### config.mk
export PLATFORM = sky130hd
export DESIGN_NAME = prio_arbiter8_flat
export DESIGN_NICKNAME = d
export VERILOG_FILES = /design/src/rtl/prio_arbiter8_if.sv /design/src/rtl/prio_arbiter8.sv /design/src/flat_wrapper.sv
export SDC_FILE = /design/constraint.sdc
export NUM_CORES = 1
export LEC_CHECK = 0
export BUFFER_PORTS_ARGS = -buffer_cell sky130_fd_sc_hd__buf_2
export CAP_MARGIN = 5
export CELL_PAD_IN_SITES_DETAIL_PLACEMENT = 0
export CELL_PAD_IN_SITES_GLOBAL_PLACEMENT = 2
export CORE_MARGIN = 3
export CORE_UTILIZATION = 31
export DETAILED_ROUTE_END_ITERATION = 12
export PLACE_DENSITY = 0.74
export SETUP_SLACK_MARGIN = 0.1
export SLEW_MARGIN = 5
export SYNTH_ARGS = -nofsm -noshare
export SYNTH_HDL_FRONTEND = slang
export SYNTH_SLANG_ARGS = --single-unit
export TNS_END_PERCENT = 50
### constraint.sdc
create_clock -name iClk -period 2.5 [get_ports iClk]
set_clock_uncertainty 0.05 [all_clocks]
set_input_delay 0.25 -clock iClk [delete_from_list [all_inputs] [get_ports iClk]]
set_output_delay 0.25 -clock iClk [all_outputs]
set_load 0.1 [all_outputs]
### src/rtl/prio_arbiter8_if.sv
// Bundle of request/grant signals shared between prio_arbiter8 and its requesters.
// Signal names keep the arbiter's point of view (i* driven toward it, o* driven by it).
interface prio_arbiter8_if;
  logic [7:0] iReq;      // active-low requests, bit 7 highest priority
  logic       iEI;       // active-low enable
  logic       iDone;     // owner releases the resource
  logic [7:0] oGrant;    // one-hot active-low grant
  logic [2:0] oGrantId;  // inverted owner index
  logic       oValid;    // a grant is held
  logic       oEO;       // active-low "enabled but idle"
  logic       oTimeout;  // pulse on forced release

  // Requester side drives requests and observes grants
  modport master (
    output iReq, iEI, iDone,
    input  oGrant, oGrantId, oValid, oEO, oTimeout
  );

  // Arbiter side
  modport slave (
    input  iReq, iEI, iDone,
    output oGrant, oGrantId, oValid, oEO, oTimeout
  );
endinterface

### src/rtl/prio_arbiter8.sv
// prio_arbiter8: 8-requester arbiter with registered grant holding, end-of-use
// handshake, hold-time limit and a one-cycle dead gap between owners.
// Optional macro ARB_ROUND_ROBIN_EN: rotate the search start past the last owner
// instead of fixed priority (bit 7 highest).
module prio_arbiter8 #(
  parameter int HOLD_MAX = 15,  // forced release after this many grant cycles; 0 = no limit
  parameter int CNT_W    = 4    // hold counter width, 2**CNT_W > HOLD_MAX
) (
  input logic           iClk,
  input logic           iRst,
  prio_arbiter8_if.slave bus
);

  typedef enum logic [1:0] {IDLE, GRANT, GAP} stateT;

  stateT            stateReg, stateNext;
  logic [2:0]       winnerReg, winnerNext;
  logic [CNT_W-1:0] cntReg, cntNext;
  logic [7:0]       grantReg, grantNext;
  logic [2:0]       grantIdReg, grantIdNext;
  logic             validReg, validNext;
  logic             timeoutReg, timeoutNext;

  logic [2:0] searchStart;  // highest-priority index for this arbitration
  logic [2:0] scanIdx;
  logic [2:0] pick;         // winner among current requests
  logic       anyReq;
  logic       holdHit;      // counter has reached the last allowed grant cycle
  logic       endGrant;     // current grant ends at this edge
  logic       timeoutOnly;  // hold limit is the only reason to end

`ifdef ARB_ROUND_ROBIN_EN
  logic [2:0] ptrReg;

  // Rotate pointer: next search starts just below the owner whose grant ended
  always_ff @(posedge iClk) begin
    if (iRst) begin
      ptrReg <= 3'd7;
    end else if (stateReg == GRANT && endGrant) begin
      ptrReg <= winnerReg - 3'd1;
    end
  end

  assign searchStart = ptrReg;
`else
  assign searchStart = 3'd7;
`endif

  // Priority search downward from searchStart with wrap; the nearest active request wins
  always_comb begin
    anyReq  = ~&bus.iReq;
    pick    = 3'd0;
    scanIdx = 3'd0;
    for (int k = 7; k >= 0; k--) begin
      scanIdx = searchStart - 3'(k);
      if (!bus.iReq[scanIdx]) pick = scanIdx;
    end
  end

  generate
    if (HOLD_MAX != 0) begin : gHoldLimit
      assign holdHit = (cntReg == CNT_W'(HOLD_MAX - 1));
    end else begin : gNoHoldLimit
      assign holdHit = 1'b0;
    end
  endgenerate

  assign endGrant    = bus.iDone | bus.iReq[winnerReg] | bus.iEI | holdHit;
  assign timeoutOnly = holdHit & ~bus.iDone & ~bus.iReq[winnerReg] & ~bus.iEI;

  // State and registered outputs; reset drops any grant on the same edge
  always_ff @(posedge iClk) begin
    if (iRst) begin
      stateReg   <= IDLE;
      winnerReg  <= 3'd0;
      cntReg     <= '0;
      grantReg   <= 8'hFF;
      grantIdReg <= 3'b111;
      validReg   <= 1'b0;
      timeoutReg <= 1'b0;
    end else begin
      stateReg   <= stateNext;
      winnerReg  <= winnerNext;
      cntReg     <= cntNext;
      grantReg   <= grantNext;
      grantIdReg <= grantIdNext;
      validReg   <= validNext;
      timeoutReg <= timeoutNext;
    end
  end

  // Next-state: arbitrate in IDLE, hold until a release cause, one dead GAP cycle
  always_comb begin
    stateNext = stateReg;
    case (stateReg)
      IDLE:    if (!bus.iEI && anyReq) stateNext = GRANT;
      GRANT:   if (endGrant) stateNext = GAP;
      GAP:     stateNext = IDLE;
      default: stateNext = IDLE;
    endcase
  end

  // Next registered outputs: grant appears on the arbitration edge, clears on release
  always_comb begin
    winnerNext  = winnerReg;
    cntNext     = cntReg;
    grantNext   = 8'hFF;
    grantIdNext = 3'b111;
    validNext   = 1'b0;
    timeoutNext = 1'b0;
    case (stateReg)
      IDLE: begin
        if (!bus.iEI && anyReq) begin
          winnerNext  = pick;
          cntNext     = '0;
          grantNext   = ~(8'b1 << pick);
          grantIdNext = ~pick;
          validNext   = 1'b1;
        end
      end
      GRANT: begin
        cntNext = (&cntReg) ? cntReg : cntReg + 1'b1;
        if (endGrant) begin
          timeoutNext = timeoutOnly;
        end else begin
          grantNext   = grantReg;
          grantIdNext = grantIdReg;
          validNext   = 1'b1;
        end
      end
      default: ;
    endcase
  end

  assign bus.oGrant   = grantReg;
  assign bus.oGrantId = grantIdReg;
  assign bus.oValid   = validReg;
  assign bus.oTimeout = timeoutReg;
  assign bus.oEO      = ~(~bus.iEI && stateReg == IDLE && &bus.iReq);

endmodule

### src/flat_wrapper.sv
// flat-port wrapper written by rule: the top's interface ports become plain ports
module prio_arbiter8_flat 
#(
  parameter int HOLD_MAX = 15,                                                              
  parameter int CNT_W    = 4                                              
)
  (iClk, iRst, bus_iReq, bus_iEI, bus_iDone, bus_oGrant, bus_oGrantId, bus_oValid, bus_oEO, bus_oTimeout);
  prio_arbiter8_if bus_i ();
  input logic iClk;
  input logic iRst;
  input wire logic [$bits(bus_i.iReq)-1:0] bus_iReq;
  input wire logic [$bits(bus_i.iEI)-1:0] bus_iEI;
  input wire logic [$bits(bus_i.iDone)-1:0] bus_iDone;
  output wire logic [$bits(bus_i.oGrant)-1:0] bus_oGrant;
  output wire logic [$bits(bus_i.oGrantId)-1:0] bus_oGrantId;
  output wire logic [$bits(bus_i.oValid)-1:0] bus_oValid;
  output wire logic [$bits(bus_i.oEO)-1:0] bus_oEO;
  output wire logic [$bits(bus_i.oTimeout)-1:0] bus_oTimeout;
  assign bus_i.iReq = bus_iReq;
  assign bus_i.iEI = bus_iEI;
  assign bus_i.iDone = bus_iDone;
  assign bus_oGrant = bus_i.oGrant;
  assign bus_oGrantId = bus_i.oGrantId;
  assign bus_oValid = bus_i.oValid;
  assign bus_oEO = bus_i.oEO;
  assign bus_oTimeout = bus_i.oTimeout;
  prio_arbiter8 #(.HOLD_MAX(HOLD_MAX), .CNT_W(CNT_W)) u_core (.iClk(iClk), .iRst(iRst), .bus(bus_i));
endmodule
After elaboration in Yosys (flattened, before gate mapping). Index checks and enable logic that the tools add are counted.

Order comparisons: 1. Equal/unequal tests: 5. Reductions and logical operators: 13. Shift-type cells: 1. Multiply operators: 0. Multiplexer cells: 24. Divide/modulo/power cells: 0. $add $sub $neg: 1. Bitwise gates (word level): 14.

Operator list (count): 2-to-1 mux 3 bit (8); 2-to-1 mux 8 bit (2); one-hot mux 8 bit (2 select lines) (1); 2-to-1 mux 4 bit (2); NOT 8 bit (1); one-hot mux 4 bit (2 select lines) (1); AND reduction 8 bit (1); << shifter 1 x 3 -> 8 bit, first input constant (1); NOT 1 bit (6); one-hot mux 3 bit (2 select lines) (1); adder 4 x 1 -> 4 bit, second input constant (1); == test 4 bit, second input constant (1); less-than comparator 3 x 4 -> 1 bit, second input constant (1); 2-to-1 mux 1 bit (4); 2-to-1 mux 2 bit (2); != test 2 x 1 -> 1 bit, second input constant (2); one-hot mux 2 bit (2 select lines) (1); AND reduction 2 bit (2); AND reduction 4 bit (1); AND 1 bit (3); binary-select mux 1 bit (select 3 bit) (1); logical AND 1 bit (3); NOT 3 bit (1); OR 1 bit (3); 8 further kinds (9).

Memories kept: 0. Logic and storage cells: 66. Bits in latches: 0. RAM bits: 0. Input port bits: 12. Bits in read-only memories: 0. Flip-flop bits (word level): 22. Output and inout port bits: 14.

Longest topological paths before layout. Gate-level depths: netlist of run 1.

Depth in word-level cells: 11. Mapped depth: 6. Depth with buffers taken out: 5.

Worst setup path after synthesis of run 1. OpenSTA, ideal clock, no wires.

Kind: register -> register. From: reg u_core.winnerReg[1]. To: reg u_core.grantIdReg[1], in the netlist u_core.bus.oGrantId[1]. Cell stages (with the launch flop): 6. Clock period less this slack: 1729 ps. Path slack: 771 ps. Setup time: 123 ps. Arrival: 1556 ps. Buffers on the path: 1. Data required time: 2327 ps. Cells stage by stage: dfxtp_1 mux4_1 mux2i_4 nand4_4 buf_6 o32a_2.

Longest elaborated chain between the ends: 6.

RTL lines: start, declared (line prio_arbiter8.sv:17) `logic [2:0] winnerReg, winnerNext;`; start signal, assigned (line prio_arbiter8.sv:83) `winnerReg <= winnerNext;`; binary-select mux 1 bit (select 3 bit) (line prio_arbiter8.sv:68) `assign endGrant = bus.iDone | bus.iReq[winnerReg] | bus.iEI | holdHit;`; 2-to-1 mux 1 bit (implied by the code) (line prio_arbiter8.sv:68); OR 1 bit (3 in series) (line prio_arbiter8.sv:68); != test 2 x 1 -> 1 bit (no line); end signal, assigned (line prio_arbiter8.sv:86) `grantIdReg <= grantIdNext;`; end, declared (line prio_arbiter8.sv:20) `logic [2:0] grantIdReg, grantIdNext;`.

No other way between the ends. The select of a mux whose other input is x is not followed. A chain may end at the register's enable or synchronous reset.

Worst setup path after layout of run 1.
From: reg u_core.stateReg[0]. To: out bus_oEO.

Longest elaborated chain between the ends: 4.

RTL lines: start, declared (line prio_arbiter8.sv:16) `stateT stateReg, stateNext;`; start signal, assigned (line prio_arbiter8.sv:82) `stateReg <= stateNext;`; zero test 2 bit (line prio_arbiter8.sv:139) `assign bus.oEO = ~(~bus.iEI && stateReg == IDLE && &bus.iReq);`; logical AND 1 bit (2 in series) (line prio_arbiter8.sv:139); NOT 1 bit (line prio_arbiter8.sv:139); end, declared (line flat_wrapper.sv:17) `output wire logic [$bits(bus_i.oEO)-1:0] bus_oEO;`.

No other way between the ends.

==> results of run 1 <==
## power breakdown
group          switching [mW]  internal [mW]
Sequential             0.0125          0.365
Combinational          0.0987         0.0449
Clock                   0.112          0.162
## metrics by stage
step / utilization [%] / cells / hold slack, ps
after global routing: 40.4 / 175 / 177
after detailed placement: 38.7 / 171 / 404
after CTS: 40.4 / 175 / 166
after floorplan: - / 105 / 347
final: 40.4 / 175 / 178
after global placement: 38.7 / 171 / 402
## layout make-up
type	count	area [µm²]	area share (%)
Tap cell	44	55.1	4.32
Inverter	5	18.8	1.47
Multi-Input combinational cell	75	582	45.7
Clock buffer	3	22.5	1.77
Timing Repair Buffer	25	125	9.82
Clock inverter	1	30.0	2.36
Sequential cell	22	440	34.6
## worst reg2reg max path: cells and delay by family, from the launching register on
family             cells  cell delay (ps)
DFF                    1              390
and+or+nand+nor        1              210
muxes                  2              820
AOI/OAI and AO/OA      1              250
## worst max-delay path by stage
stage	from	endpoint	slack, ps
6_report	u_core.stateReg[0]	bus_oEO	680
5_1_grt	u_core.stateReg[0]	bus_oEO	540
4_1_cts	u_core.stateReg[0]	bus_oEO	650
3_5_place_dp	u_core.winnerReg[1]	u_core.bus.oGrant[6]	680
3_3_place_gp	u_core.winnerReg[1]	u_core.bus.oGrant[3]	710
2_1_floorplan	u_core.winnerReg[1]	u_core.bus.oGrantId[1]	770
## cell families after synthesis
| kind of cell | count (synthesis) | share of synthesized area, % |
|---|---|---|
| buffers and inverters | 8 | 3.54 |
| flip-flops | 22 | 41.6 |
| XOR/XNOR | 1 | 0.827 |
| adder cells (fa/ha/maj) | 2 | 2.36 |
| AND/OR/NAND/NOR | 36 | 19.4 |
| multiplexers | 3 | 7.08 |
| AO/OA/AOI/OAI | 33 | 25.3 |
## synth_stat cells (2+ instances only)
cell / n
dfxtp_1: 22
nand2_1: 8
nor2_1: 8
o21ai_0: 6
o32a_2: 6
inv_1: 5
a211oi_1: 3
a2bb2oi_1: 3
a31oi_1: 3
nand3_1: 3
nand4_1: 3
nor3_1: 3
clkbuf_1: 2
ha_1: 2
mux4_1: 2
nand2b_1: 2
o21a_1: 2
## state kept, by name (all words and copies together) (netlist names)
register	count
u_core.bus.oGrant	8
u_core.cntReg	4
u_core.bus.oGrantId	3
u_core.winnerReg	3
u_core.stateReg	2
u_core.bus.oTimeout	1
u_core.bus.oValid	1
## layer usage
layer / share of wire [%] / vias up / track usage [%]
met3: 3.9 / 2 / 3.99
met4: 0.81 / 0 / 3.17
met1: 46 / 443 / 16.0
met2: 50 / 13 / 23.2
met5: 0 / - / 0
li1: - / 469 / -
==> key figures, run 1 <==
Die
  • Die ar.: 4160 µm²
  • Row count: 20
  • Core outline area: 3150 µm²
  • Die Ht: 64.5 µm
  • Die W: 64.5 µm
  • Initial core utilization: 33.6%
  • I/O pins: 26

Placed design
  • Placement Cell Area: 1220 µm²
  • IO buf count: 25
  • Post-DP HPWL: 1960 µm
  • GPL Wtd Cong: 0.717
  • Post-Place Worst Slack: 678 ps

Clock tree
  • Clock buffer depth: 2
  • Post-CTS resize count: 0
  • Sink Count: 22
  • Hold Buf Count CTS: 0
  • Clk Latency, worst-skew pair: 310 ps
  • Clk pin slew, worst setup/hold paths: 130 ps
  • CTS Buf Count: 3
  • CTS tree: done
  • H-Tree Depth: 1
  • Root Driver: clkbuf_4
  • Post CTS Setup Buffer Count: 0

GRT
  • Largest net degree at the start of global routing: 16
  • Vias in the first global route: 906
  • Grt total ovfl: 0
  • First-pass GRT wire length: 4300 µm
  • Global-route usage over all layers: 13.3%
  • Initial antenna violation count: 0

Synthesis
  • Post-Syn Area: 1060 µm²
  • Most area-consuming cells after synthesis: dfxtp_1 42%, o32a_2 6.4%, mux4_1 5.0%
  • Asr flop ratio synth: 0%
  • Ys Warns: 0
  • Post-Syn Area per Cell: 10.1 µm²
  • Yosys top cell area share: 41.6%
  • Synth cell types: 39
  • Sequential area share after synthesis: 41.6%
  • Cells after synthesis: 105
  • Cell accounting for the most synthesized area: dfxtp_1
  • Synth Flop Type: dfxtp_1
  • EDFF count, synth: 0
  • #FFs+latches synth: 22
  • Syn nets: 119

Setup path
  • Worst EP required: 2200 ps
  • Reg-to-Reg Start: u_core.winnerReg[1]
  • WP buf/inv: 1
  • Worst Path Max Fanout: 9
  • RR Endpoint: u_core.bus.oGrant[6]
  • Worst EP arrival: 1520 ps
  • Crit start category: register
  • Crit. End Element: output port
  • Register-to-register setup slack: 700 ps
  • Crit-path leading delay family: simple AND/OR/NAND/NOR gates
  • Slowest library cell on the worst path: dfxtp_1
  • Crit path kind: register to output port
  • Critical path depth: 3
  • Crit-path max cell delay: 410 ps
  • Worst Reg-to-Reg Cells: 4
  • Cell Chain, Critical Path: nor3_1 -> nand2_1 -> buf_2

STA
  • Slew HR: 62.9%
  • RSZ-0062 raised after global routing: no
  • Setup-failing EPs final: 0
  • Final Hold Fails: 0
  • Post-route setup slack: 680 ps
  • Pins Over Slew Limit: 0
  • Fin crit period: 1820 ps
  • Fmax: 549 MHz
  • Ratio of final minimum period to clock period: 72.8%
  • Worst slew pin tran: 552 ps
  • Final setup TNS: 0 ps

Drt
  • DRT Pass-1 Iters: 4
  • Final wirelength: 2470 µm
  • Vias after detailed routing: 927
  • Via/cell ratio: 5.30
  • ANT nets after route: 0
  • First DRT Iteration DRCs: 15
  • DR WL/cell: 14.1 µm
  • DRC: 0

Hold path
  • Hold wc startpoint: bus_iReq[7]
  • HP Class: input pin to register
  • Hold Path Cell Cnt: 3
  • Hold path endpoint: u_core.bus.oGrant[7]

Finish
  • Layout cell share with drive strength beyond 1: 32.8%
  • Most frequent cells in the layout: 25 x buf_2, 22 x dfxtp_1, 8 x nor2_1, 8 x nand2_1
  • Post-route cell area: 1270 µm²
  • Fillers: 350
  • Nets: 146
  • # diodes: 0
  • P&R area growth vs syn: 20.2%
  • Commonest non-fill, non-tap cell in the layout: buf_2

Power
  • Total Power: 795 µW
  • Power Density: 624 nW/µm²
  • Leakage: 0.470 nW
  • Worst VDD drop: 261 µV

Run status
  • Outcome: completed

Run
  • Max-cap violations: 0
No activity file was read; power rests on OpenSTA's default activity.
==> run 2, diff against run 1 <==
Settings changed: ABC_AREA set to 1, CORE_UTILIZATION 31 to 28, PLACE_DENSITY 0.74 to 0.75.
Clock period 2.5 ns to 1.7 ns, I/O delays scaled along.
==> run 2 against run 1 <==
  * Critical path depth up 2
  * Global-route usage shrank 0.78 points
  * Non-clock buffer count increased by 4
  * Clock power rose by 79%
  * Combinational power is 92% higher
  * First-iteration DRC count increased to 5.0 times the previous value
  * Power increased by 66%
  * Register-to-register slack got worse by 450 ps
  * Cell area is 11% higher
  * Worst setup slack got worse by 510 ps
  * Critical path type unchanged
  * Largest power group unchanged
==> key figures, run 2 <==
STA
  • Setup-failing EPs final: 0 (unchanged)
  • RSZ-0062 raised after global routing: yes
  • Fmax: 653 MHz
  • Final setup TNS: 0 ps (unchanged)
  • Ratio of final minimum period to clock period: 90.1%
  • Slew HR: 67.6% (+4.8 points)
  • Worst slew pin tran: 489 ps (-63.1 ps)
  • Fin crit period: 1530 ps
  • Pins Over Slew Limit: 0 (unchanged)
  • Final Hold Fails: 0 (unchanged)

Power
  • Worst VDD drop: 441 µV (+69%)
  • NetSw: 402 µW (+80%)
  • Total Power: 1.32 mW (+66%)
  • Sw Ratio: 30.4% (+2.3 points)
  • Flop pwr share: 42.1% (-5.4 points)
  • Power Density: 935 nW/µm² (+50%)
  • Leakage: 0.674 nW (+43%)
  • Combinational power share: 20.9% (+2.8 points)
  • Internal power: 921 µW (+61%)
  • Clock power frac: 37.1% (+2.6 points)

Synthesis
  • Cells after synthesis: 171 (+63%)
  • Yosys top cell area share: 38.2% (-3.3 points)
  • Post-Syn Area: 1150 µm² (+8.7%)
  • Cell accounting for the most synthesized area: dfxtp_1
  • Sequential area share after synthesis: 38.2% (-3.3 points)
  • Synth cell types: 24 (-38%)
  • Asr flop ratio synth: 0% (unchanged)
  • Synth Area in XOR/XNOR: 0.760% (-0.066 points)
  • Simple-gate share of the synthesized area: 41.6% (+22 points)
  • Syn nets: 185 (+55%)
  • Most area-consuming cells after synthesis: dfxtp_1 38%, nand2_1 17%, nand3_1 10%
  • Post-synthesis compound-gate area fraction: 7.49% (-18 points)
  • Count leader, synth: nand2_1
  • Post-synthesis mux area share: 0% (-7.1 points)
  • Largest family of logic cells by synthesized area: simple AND/OR/NAND/NOR gates
  • Post-synth top cells: 53 x nand2_1, 23 x nand3_1, 22 x dfxtp_1, 15 x inv_1, 12 x nand4_1
  • #FFs+latches synth: 22 (unchanged)
  • Adder-cell share of the synthesized area: 2.17% (-0.19 points)
  • EDFF count, synth: 0 (unchanged)
  • Post-Syn Area per Cell: 6.74 µm² (-33%)
  • Ys Warns: 0 (unchanged)
  • Synth Flop Type: dfxtp_1

Finish
  • # diodes: 0 (unchanged)
  • Most frequent cells in the layout: 53 x nand2_1, 24 x buf_2, 23 x nand3_1
  • Nets: 213 (+46%)
  • Layout cell share with drive strength beyond 1: 23.7% (-9.1 points)
  • Fillers: 437 (+25%)
  • Max FFs per register: 8 (unchanged)
  • Commonest non-fill, non-tap cell in the layout: nand2_1
  • P&R area growth vs syn: 22.8%

Drt
  • DRC: 0 (unchanged)
  • Via/cell ratio: 4.85 (-8.4%)
  • DR WL/cell: 12.5 µm (-11%)
  • DRT Pass-1 Iters: 4 (unchanged)
  • ANT nets after route: 0 (unchanged)
  • Final wirelength: 3080 µm (+24%)
  • First DRT Iteration DRCs: 75 (+60)
  • Met1 Routed Length: 1430 µm (+27%)
  • Vias after detailed routing: 1,194 (+29%)
  • Length of routed met3 wiring: 128 µm (+33%)
  • Top Metal Used: met3
  • WL met2: 1530 µm (+24%)

Clock tree
  • CTS tree: done
  • Hold Buf Count CTS: 0 (unchanged)
  • Sink Count: 22 (unchanged)
  • CTS Buf Count: 3 (unchanged)
  • Post CTS Setup Buffer Count: 0 (unchanged)
  • H-Tree Depth: 1 (unchanged)
  • Root Driver: clkbuf_8
  • Clk Latency, worst-skew pair: 260 ps (-50 ps)
  • Clock buffer depth: 2 (unchanged)
  • Clk pin slew, worst setup/hold paths: 80 ps (-50 ps)

Setup path
  • Crit path kind: register to output port
  • Crit. End Element: output port
  • Crit-path max cell delay: 330 ps (-80 ps)
  • Crit path from: u_core.stateReg[0]
  • Slowest library cell on the worst path: dfxtp_1
  • Crit start category: register
  • Crit-path leading delay family: simple AND/OR/NAND/NOR gates
  • Reg-to-Reg Start: u_core.winnerReg[0]
  • Worst EP arrival: 1310 ps (-210 ps)
  • Worst Path Max Fanout: 5 (-4)
  • Cell Chain, Critical Path: inv_2 -> nand2_1 -> nor2_1 -> nand3_1 -> buf_4
  • Worst EP required: 1480 ps (-720 ps)
  • WP buf/inv: 2 (+1)

GRT
  • Vias in the first global route: 1,111 (+23%)
  • Initial antenna violation count: 0 (unchanged)
  • Grt total ovfl: 0 (unchanged)
  • First-pass GRT wire length: 5050 µm (+17%)
  • Global-route usage over all layers: 12.5% (-0.78 points)
  • Largest net degree at the start of global routing: 14 (-2)

Placed design
  • Post-DP HPWL: 2530 µm (+29%)
  • IO buf count: 25 (unchanged)
  • GPL Wtd Cong: 0.789 (+10%)

Die
  • Initial core utilization: 30.3% (-3.3 points)
  • Die W: 70.2 µm (+8.8%)
  • I/O pins: 26 (unchanged)
  • Die Ht: 70.2 µm (+8.8%)
  • Row count: 22 (+10%)
  • Core outline area: 3800 µm² (+20%)
  • Die ar.: 4920 µm² (+18%)

Hold path
  • HP Class: input pin to register
  • Hold wc startpoint: iRst

Run status
  • Outcome: completed

Run
  • Max-cap violations: 0 (unchanged)
==> run 2: path summary, 6_finish.rpt <==
| path | slack, ps | depth (start not counted) | endpoint |
|---|---|---|---|
| setup / recovery | 170 | 5 | bus_oEO |
| hold / removal | 150 | 2 | u_core.stateReg[0] |
| setup reg to reg | 250 | 8 | u_core.bus.oGrant[4] |
| hold reg to reg | 450 | 2 | u_core.bus.oGrantId[0] |
==> run 2: cells by family (layout without fill, tap and decap cells) <==
logic type      Yosys count  after routing
fa+ha+maj                 2              2
simple gates            104            104
buf+inv                  27             54
compound gates           15             15
flops                    22             22
xor+xnor                  1              1
==> run 2: cell type report <==
cell class / instances / area [µm²] / area share (%)
Clock buffer: 3 / 41.3 / 2.92
Clock inverter: 1 / 30.0 / 2.12
Inverter: 21 / 78.8 / 5.57
Multi-Input combinational cell: 122 / 607 / 42.9
Sequential cell: 22 / 440 / 31.1
Tap cell: 48 / 60.1 / 4.24
Timing Repair Buffer: 29 / 158 / 11.1
==> run 2: per-layer routing <==
layer,track usage [%],up-vias
li1,-,611
met1,16.5,551
met2,21.3,32
met3,1.01,0
met4,4.47,0
met5,0,-
==> run 2: what timing repair did <==
item | 4_1_cts | 5_1_grt
gates resized for setup | 1 | 1
setup endpoints to repair | 1 | 9
gates cloned | 0 | 0
==> run 2: per-stage QoR <==
step | hold WS, ps | utilization, % | instances | setup WS [ps] | cell area (µm²)
after floorplan | 313 | - | 171 | 144 | 1150
after global placement | 433 | 35.1 | 242 | 247 | 1330
after detailed placement | 436 | 35.1 | 242 | 203 | 1330
after CTS | 154 | 37.1 | 246 | 172 | 1410
after global routing | 170 | 37.3 | 246 | 89.8 | 1420
final | 148 | 37.3 | 246 | 169 | 1420
==> run 2: worst register-to-register path: cells and delay by family (launching register included) <==
| family | cells | cell delay, ps |
|---|---|---|
| AO/OA/AOI/OAI | 1 | 230 |
| buffers and inverters | 2 | 250 |
| flip-flops | 1 | 430 |
| AND/OR/NAND/NOR | 5 | 380 |
==> run 2: power groups by stage <==
stage               Sequential, mW  Combinational (mW)  Clock [mW]
floorplan                    0.653               0.123           0
finish                       0.557               0.276       0.490
global placement             0.568               0.277           0
global route                 0.560               0.302       0.516
detailed placement           0.569               0.276           0
CTS                          0.557               0.277       0.496
==> run 3, diff against run 2 <==
Settings changed: MAX_ROUTING_LAYER set to met4, PLACE_DENSITY 0.75 to not set, PLACE_DENSITY_LB_ADDON set to 0.3.
==> run 3 against run 2 <==
  * First-iteration DRC count rose by 5.3%
  * Final cell count did not move
  * Critical path depth did not move
  * Global-route usage up 0.49 points
  * Worst setup slack improved by 47 ps
  * Fmax is 3.2% higher
  * Critical endpoint unchanged
==> key figures, run 3 (same netlist as run 2, synthesis figures left out) <==
Finish
  • Post-route cell area: 1400 µm² (-0.97%)
  • Commonest non-fill, non-tap cell in the layout: nand2_1
  • Max FFs per register: 8 (unchanged)
  • Nets: 213 (unchanged)
  • # diodes: 0 (unchanged)
  • Layout cell share with drive strength beyond 1: 24.2% (+0.51 points)
  • Most frequent cells in the layout: 53 x nand2_1, 24 x buf_2, 23 x nand3_1
  • P&R area growth vs syn: 21.6%

STA
  • Fin crit period: 1480 ps (-47.4 ps)
  • WHS: 161 ps (+12.5 ps)
  • Post-route setup slack: 216 ps (+47.4 ps)
  • Setup-failing EPs final: 0 (unchanged)
  • Final Hold Fails: 0 (unchanged)
  • RSZ-0062 raised after global routing: no
  • Worst slew pin tran: 486 ps (-3.00 ps)
  • Slew HR: 67.8% (+0.20 points)
  • Pins Over Slew Limit: 0 (unchanged)
  • Ratio of final minimum period to clock period: 87.3% (-2.8 points)
  • Final setup TNS: 0 ps (unchanged)
  • Fmax: 674 MHz (+3.2%)

Drt
  • Vias after detailed routing: 1,151 (-3.6%)
  • DR WL/cell: 12.2 µm (-2.8%)
  • Via/cell ratio: 4.68 (-3.6%)
  • DRT Pass-1 Iters: 4 (unchanged)
  • Final wirelength: 2990 µm (-2.8%)
  • ANT nets after route: 0 (unchanged)
  • DRC: 0 (unchanged)
  • First DRT Iteration DRCs: 79 (+5.3%)

Clock tree
  • Hold Buf Count CTS: 0 (unchanged)
  • Clk Latency, worst-skew pair: 260 ps (about the same)
  • Root Driver: clkbuf_8
  • Clk pin slew, worst setup/hold paths: 80 ps (about the same)
  • H-Tree Depth: 1 (unchanged)
  • Clock buffer depth: 2 (unchanged)
  • Sink Count: 22 (unchanged)
  • CTS Buf Count: 3 (unchanged)
  • CTS tree: done

Die
  • Initial core utilization: 30.3% (unchanged)
  • Core outline area: 3800 µm² (unchanged)
  • Die W: 70.2 µm (unchanged)
  • Row count: 22 (unchanged)
  • Die Ht: 70.2 µm (unchanged)
  • Die ar.: 4920 µm² (unchanged)
  • I/O pins: 26 (unchanged)

Placed design
  • IO buf count: 25 (unchanged)
  • Placement Cell Area: 1330 µm² (unchanged)
  • GPL Wtd Cong: 0.856 (+8.5%)
  • Post-DP HPWL: 2350 µm (-6.9%)
  • Post-Place Worst Slack: 214 ps (+11.3 ps)

GRT
  • Grt total ovfl: 0 (unchanged)
  • First-pass GRT wire length: 5090 µm (+0.69%)
  • Initial antenna violation count: 0 (unchanged)
  • Global-route usage over all layers: 13.0% (+0.49 points)
  • Largest net degree at the start of global routing: 14 (unchanged)
  • Vias in the first global route: 1,094 (-1.5%)

Hold path
  • HP Class: input pin to register
  • Hold Path Cell Cnt: 2 (unchanged)

Power
  • Leakage: 0.667 nW (-1.0%)
  • Total Power: 1.21 mW (-8.7%)
  • Power Density: 862 nW/µm² (-7.8%)
  • Worst VDD drop: 278 µV (-37%)

Setup path
  • Worst EP required: 1480 ps (about the same)
  • Worst Reg-to-Reg Cells: 8 (unchanged)
  • Crit. End Element: output port
  • Crit start category: register
  • Crit path kind: register to output port
  • Worst EP arrival: 1260 ps (-50 ps)
  • Worst Path Max Fanout: 5 (unchanged)

Run status
  • Outcome: completed

Run
  • Max-cap violations: 0 (unchanged)
[run 3: cell count changes in the layout (fill, tap and decap cells not counted), sizes merged]
cell / before / now
bufinv: 1 / 0
clkbuf: 3 / 4
[run 3: worst paths after layout]
path | end | slack (ps) | startpoint
worst max-delay path | bus_oEO | 220 | u_core.stateReg[0]
worst min-delay path | u_core.stateReg[0] | 160 | iRst
worst max register to register | u_core.bus.oGrantId[2] | 250 | u_core.winnerReg[0]
worst min register to register | u_core.bus.oGrant[1] | 450 | u_core.bus.oGrant[1]
[run 3: metrics by stage]
| step | instances | utilization, % |
|---|---|---|
| 2_1_floorplan | 171 | - |
| 3_3_place_gp | 242 | 35.1 |
| 3_5_place_dp | 242 | 35.1 |
| 4_1_cts | 246 | 36.6 |
| 5_1_grt | 246 | 36.9 |
| 6_report | 246 | 36.9 |
[run 3: per-layer routing]
layer / routed length [µm] / global-route usage, %
met5: 0 / -
met4: 51 / 5.74
met3: 117 / 1.73
met2: 1310 / 19.7
met1: 1510 / 17.2
[run 3: cell type report]
type                       instances  area, µm²
fill                             427       2400
multi-input combinational        122        609
sequential                        22        440
timing repair buffer              29        158
inverter                          21       78.8
tap                               48       60.1
clock buffer                       4       55.1
[run 3: critical path: stages, from the launching register on]
cell     delay [ps]
dfxtp_1         320
inv_2            90
nand2_1          90
nor2_2          140
nand3_1         100
buf_4           250
[run 3: timing repair]
item	4_1_cts	5_1_grt
setup endpoints to repair	1	8
setup buffers	0	0
cloned	0	0
hold endpoints to repair	0	0
gates resized for setup	1	2
[run 3: where the power goes]
group	switching (mW)	leakage [nW]	internal [mW]	total, mW
combinational	0.209	0.459	0.0681	0.277
sequential	0.0178	0.180	0.539	0.557
clock	0.168	0.0288	0.206	0.374
